[config.mk]
export PLATFORM = sky130hd
export DESIGN_NAME = stream_demultiplexer
export DESIGN_NICKNAME = d
export VERILOG_FILES = /design/src/rtl/demux_pkg.sv /design/src/rtl/demux_fifo.sv /design/src/rtl/stream_demultiplexer.sv
export SDC_FILE = /design/constraint.sdc
export NUM_CORES = 1
export LEC_CHECK = 0
export BUFFER_PORTS_ARGS = -buffer_cell sky130_fd_sc_hd__buf_2
export CAP_MARGIN = 20
export CORE_MARGIN = 2
export CORE_UTILIZATION = 40
export CTS_BUF_LIST = sky130_fd_sc_hd__clkbuf_16
export DETAILED_ROUTE_END_ITERATION = 10
export PLACE_DENSITY_LB_ADDON = 0.2
export REMOVE_ABC_BUFFERS = 1
export SLEW_MARGIN = 20
export SYNTH_ARGS = -nofsm -noshare
export SYNTH_HDL_FRONTEND = slang
export SYNTH_SLANG_ARGS = --single-unit
[constraint.sdc]
create_clock -name clk -period 2.5 [get_ports clk]
set_input_delay 0.25 -clock clk [delete_from_list [all_inputs] [get_ports clk]]
set_output_delay 0.25 -clock clk [all_outputs]
set_load 0.05 [all_outputs]
[src/rtl/demux_pkg.sv]
`default_nettype none
// ============================================================================
// Module   : demux_pkg
// Purpose  : Shared channel constants and types for the stream demultiplexer.
// Revision : 1.0 - initial release
// ============================================================================
package demux_pkg;

  localparam int NUM_CHANNELS  = 4;
  localparam int CH_ADDR_WIDTH = 2;

  typedef logic [CH_ADDR_WIDTH-1:0] ch_addr_t;

endpackage : demux_pkg
`default_nettype wire

[src/rtl/demux_fifo.sv]
`default_nettype none
// ============================================================================
// Module   : demux_fifo
// Purpose  : Per-channel synchronous FIFO with show-ahead read data.
// Revision : 1.0 - initial release
// ============================================================================
module demux_fifo #(
  parameter int WIDTH = 8,
  parameter int DEPTH = 2
) (
  input  logic             clk,
  input  logic             reset,
  input  logic             push,
  input  logic [WIDTH-1:0] push_data,
  output logic             full,
  input  logic             pop,
  output logic [WIDTH-1:0] pop_data,
  output logic             empty
);

  localparam int                 C_PTR_W   = $clog2(DEPTH);
  localparam logic [C_PTR_W:0]   C_DEPTH   = (C_PTR_W + 1)'(DEPTH);
  localparam logic [C_PTR_W-1:0] C_PTR_ONE = C_PTR_W'(1);
  localparam logic [C_PTR_W:0]   C_CNT_ONE = (C_PTR_W + 1)'(1);

  logic [WIDTH-1:0]   r_mem [DEPTH];
  logic [C_PTR_W-1:0] r_wr_ptr;
  logic [C_PTR_W-1:0] r_rd_ptr;
  logic [C_PTR_W:0]   r_count;
  logic               w_push;
  logic               w_pop;

  assign full     = (r_count == C_DEPTH);
  assign empty    = (r_count == '0);
  assign w_push   = push && !full;
  assign w_pop    = pop && !empty;
  assign pop_data = r_mem[r_rd_ptr];

  // Storage is cleared too so the read port shows zero straight out of reset.
  always_ff @(posedge clk or posedge reset) begin
    if (reset) begin
      for (int i = 0; i < DEPTH; i++) r_mem[i] <= '0;
      r_wr_ptr <= '0;
      r_rd_ptr <= '0;
      r_count  <= '0;
    end else begin
      if (w_push) begin
        r_mem[r_wr_ptr] <= push_data;
        r_wr_ptr        <= r_wr_ptr + C_PTR_ONE;
      end
      if (w_pop) r_rd_ptr <= r_rd_ptr + C_PTR_ONE;
      case ({w_push, w_pop})
        2'b10:   r_count <= r_count + C_CNT_ONE;
        2'b01:   r_count <= r_count - C_CNT_ONE;
        default: r_count <= r_count;
      endcase
    end
  end

endmodule : demux_fifo
`default_nettype wire

[src/rtl/stream_demultiplexer.sv]
`default_nettype none
// ============================================================================
// Module   : stream_demultiplexer
// Purpose  : 1-to-4 valid/ready stream demux with a FIFO per output channel.
// Revision : 1.0 - initial release
// ============================================================================
module stream_demultiplexer
  import demux_pkg::*;
#(
  parameter int WIDTH = 8,
  parameter int DEPTH = 2
) (
  input  logic                        clk,
  input  logic                        reset,
  input  logic [WIDTH-1:0]            in_data,
  input  logic                        address0,
  input  logic                        address1,
  input  logic                        in_valid,
  output logic                        in_ready,
  output logic [NUM_CHANNELS*WIDTH-1:0] out_data,
  output logic [NUM_CHANNELS-1:0]     out_valid,
  input  logic [NUM_CHANNELS-1:0]     out_ready
);

  ch_addr_t                w_ch;
  logic [NUM_CHANNELS-1:0] w_full;
  logic [NUM_CHANNELS-1:0] w_empty;
  logic [NUM_CHANNELS-1:0] w_push;
  logic [NUM_CHANNELS-1:0] w_pop;

  assign w_ch = {address1, address0};
  // Readiness follows the registered fill level only; a same-cycle pop does not free a slot.
  assign in_ready = !w_full[w_ch];

  for (genvar k = 0; k < NUM_CHANNELS; k++) begin : g_ch
    assign w_push[k]    = in_valid && in_ready && (w_ch == ch_addr_t'(k));
    assign w_pop[k]     = out_ready[k] && !w_empty[k];
    assign out_valid[k] = !w_empty[k];

    demux_fifo #(
      .WIDTH (WIDTH),
      .DEPTH (DEPTH)
    ) u_fifo (
      .clk       (clk),
      .reset     (reset),
      .push      (w_push[k]),
      .push_data (in_data),
      .full      (w_full[k]),
      .pop       (w_pop[k]),
      .pop_data  (out_data[k*WIDTH +: WIDTH]),
      .empty     (w_empty[k])
    );
  end

endmodule : stream_demultiplexer
`default_nettype wire

==> qor.yml <==
status:
  status: "finished clean"
final_layout:
  drive_gt1_share_pct: 56.72
  final_common_cell: "mux2_2"
  num_antenna_cells: 0
  syn2layout_area_growth_pct: 17.95
  layout_common_cells: "mux2_2 (88), dfrtp_1 (80), buf_2 (53), xnor2_1 (12), clkbuf_16 (9)"
  final_core_util_pct: 48.93
  instances_no_fill: 413
  nets: 322
setup_path:
  cp.required_ps: 2250
  r2r_slack_ps: 680
  cp-start-kind: "register"
  cp-end-kind: "output port"
  worstSetupPathType: "reg2out"
  worstPathMaxFanout: 5
  crit_arrival_ps: 1650
synth:
  ys_types: 28
  ys_seq_elements: 80
  yosys_warnings: 0
  syn-cell-area_mm2: 0.003654
  syn_inst: 244
  seq_area_frac_synth_pct: 54.79
  synth_area_per_cell_um2: 14.97
clock_network:
  ctsHoldBuffers: 0
  cts_setup_buffers: 0
  clk_path_buf_depth: 2
  htreeDepth: 3
  cts_resized: 0
  cts_root_buffer: "clkbuf_16"
  cts_tree: "done"
  clk_pin_slew_worst_paths_ps: 60
  insertion_delay_ps: 320
  cts_inserted_buffers: 9
  numClockSinks: 80
global_route:
  grt_pass1_vias: 2153
  grt_max_degree: 81
  overflow: 0
  grt_pass1_wl_um: 11510
  antenna_found_initial: 0
  track_usage_pct: 15.45
timing:
  skew_ps: 5.370
  finalSetupTns_ps: 0
  hold_viol: 0
  min_period_ps: 1899
  final.period_utilization_pct: 75.96
  drv_slew: 0
  worst_pin_slew_ps: 678.2
  relSlewSlack_pct: 54.54
  setup_viol: 0
  rsz0062_at_grt: "no"
  fmax_mhz: 526.6
placed_design:
  io_buffers: 53
  place_hpwl_um: 4608
  dpl.cell_count: 398
  place_congestion: 0.6938
floorplan:
  start_util_pct: 41.49
  fp.dieW_um: 99.57
  rows: 34
  die_h_um: 99.57
  ios: 54
  die_area_mm2: 0.009914
  core-area_mm2: 0.008806
routing:
  drc_errors: 0
  viasPerCell: 5.102
  drt-initial-drc-count: 67
  drt-total-wl_um: 6971
  first_pass_iters: 4
  antenna_left: 0
  wl_per_cell_um: 16.88
  num_vias: 2107
flow_run:
  maxCapViolations: 0
hold_path:
  hp-class: "in2async"
[cell type report]
type | instances | area [um2]
fillers | 805 | 4497
flip-flops and latches | 80 | 2002
multi-input cells | 155 | 1604
repair buffers | 54 | 285.3
clock buffers | 9 | 225.2
well taps | 108 | 135.1
clock inverters | 6 | 53.80
inverters | 1 | 3.754
[Yosys cell counts]
| master | number | area, um2 |
|---|---|---|
| xnor2_1 | 12 | 105.1 |
| nor2_1 | 5 | 18.77 |
| buf_4 | 1 | 7.510 |
| or4_1 | 1 | 7.510 |
| ha_1 | 4 | 50.05 |
| mux2_4 | 8 | 120.1 |
| inv_1 | 1 | 3.750 |
| nand2_2 | 1 | 6.260 |
| buf_6 | 1 | 11.26 |
| and2_1 | 4 | 25.02 |
| or2_2 | 4 | 25.02 |
| clkbuf_1 | 4 | 15.01 |
| nor2b_2 | 1 | 8.760 |
| nand4_1 | 2 | 12.51 |
| nand2_1 | 1 | 3.750 |
| mux2_2 | 88 | 991.0 |
| nor4b_4 | 2 | 47.55 |
| xor2_1 | 8 | 70.07 |
| and4_1 | 1 | 8.760 |
| dfrtp_1 | 80 | 2002 |
| nand3_1 | 2 | 10.01 |
| nand4b_1 | 2 | 17.52 |
| nor2b_1 | 2 | 12.51 |
| nand2b_1 | 4 | 25.02 |
| mux4_2 | 1 | 22.52 |
| nor3_2 | 1 | 10.01 |
| or3_1 | 1 | 6.260 |
| buf_2 | 2 | 10.01 |
[path summary, 6_finish.rpt]
check / from / end / cells after the start
setup / recovery: g_ch[2].u_fifo.r_count[0] / in_ready / 3
hold / removal: reset / g_ch[1].u_fifo.r_mem[5] / 3
setup reg to reg: g_ch[2].u_fifo.r_count[1] / g_ch[2].u_fifo.r_mem[12] / 3
hold reg to reg: g_ch[1].u_fifo.r_wr_ptr / g_ch[1].u_fifo.r_wr_ptr / 1
max in group asynchronous: reset / g_ch[0].u_fifo.r_mem[1] / 3
min in group clk: out_ready[1] / g_ch[1].u_fifo.r_rd_ptr / 3
[cells by family after synthesis]
logic type / count (synthesis) / share of synthesized area (%)
flip-flops: 80 / 54.79
multiplexers: 97 / 31.03
adder cells (fa/ha/maj): 4 / 1.370
AND/OR/NAND/NOR: 34 / 6.712
buffers and inverters: 9 / 1.301
XOR/XNOR: 20 / 4.795
[stage by stage]
stage	hold slack, ps	setup slack (ps)	cell area, um2
3_3_place_gp	382.7	700.3	4030
3_5_place_dp	382.8	683.8	4030
6_report	17.24	600.9	4309
5_1_grt	60.31	516.8	4309
2_1_floorplan	398.5	198.3	3610
4_1_cts	33.46	570.9	4309
[critical path: stages (launching register included)]
cell and delay [ps]:
dfrtp_1 430, nand2b_1 190, mux4_2 470, buf_2 230
[layer usage]
| metal | track usage [%] | vias up | share of wire (%) |
|---|---|---|---|
| met4 | 6.006 | 0 | 1.3 |
| met5 | 0 | - | 0 |
| met2 | 22.82 | 36 | 47 |
| met3 | 3.725 | 7 | 3.4 |
| li1 | - | 988 | - |
| met1 | 22.07 | 1076 | 49 |
[state kept, by name (all words and copies together) (netlist names)]
signal and cells:
g_ch.u_fifo.r_count 8, g_ch.u_fifo.r_rd_ptr 4, g_ch.u_fifo.r_mem 64, g_ch.u_fifo.r_wr_ptr 4
Power is left out: the tool's default activity adds up to more than one toggle a clock period on the data nets, which glitch-free logic cannot reach.
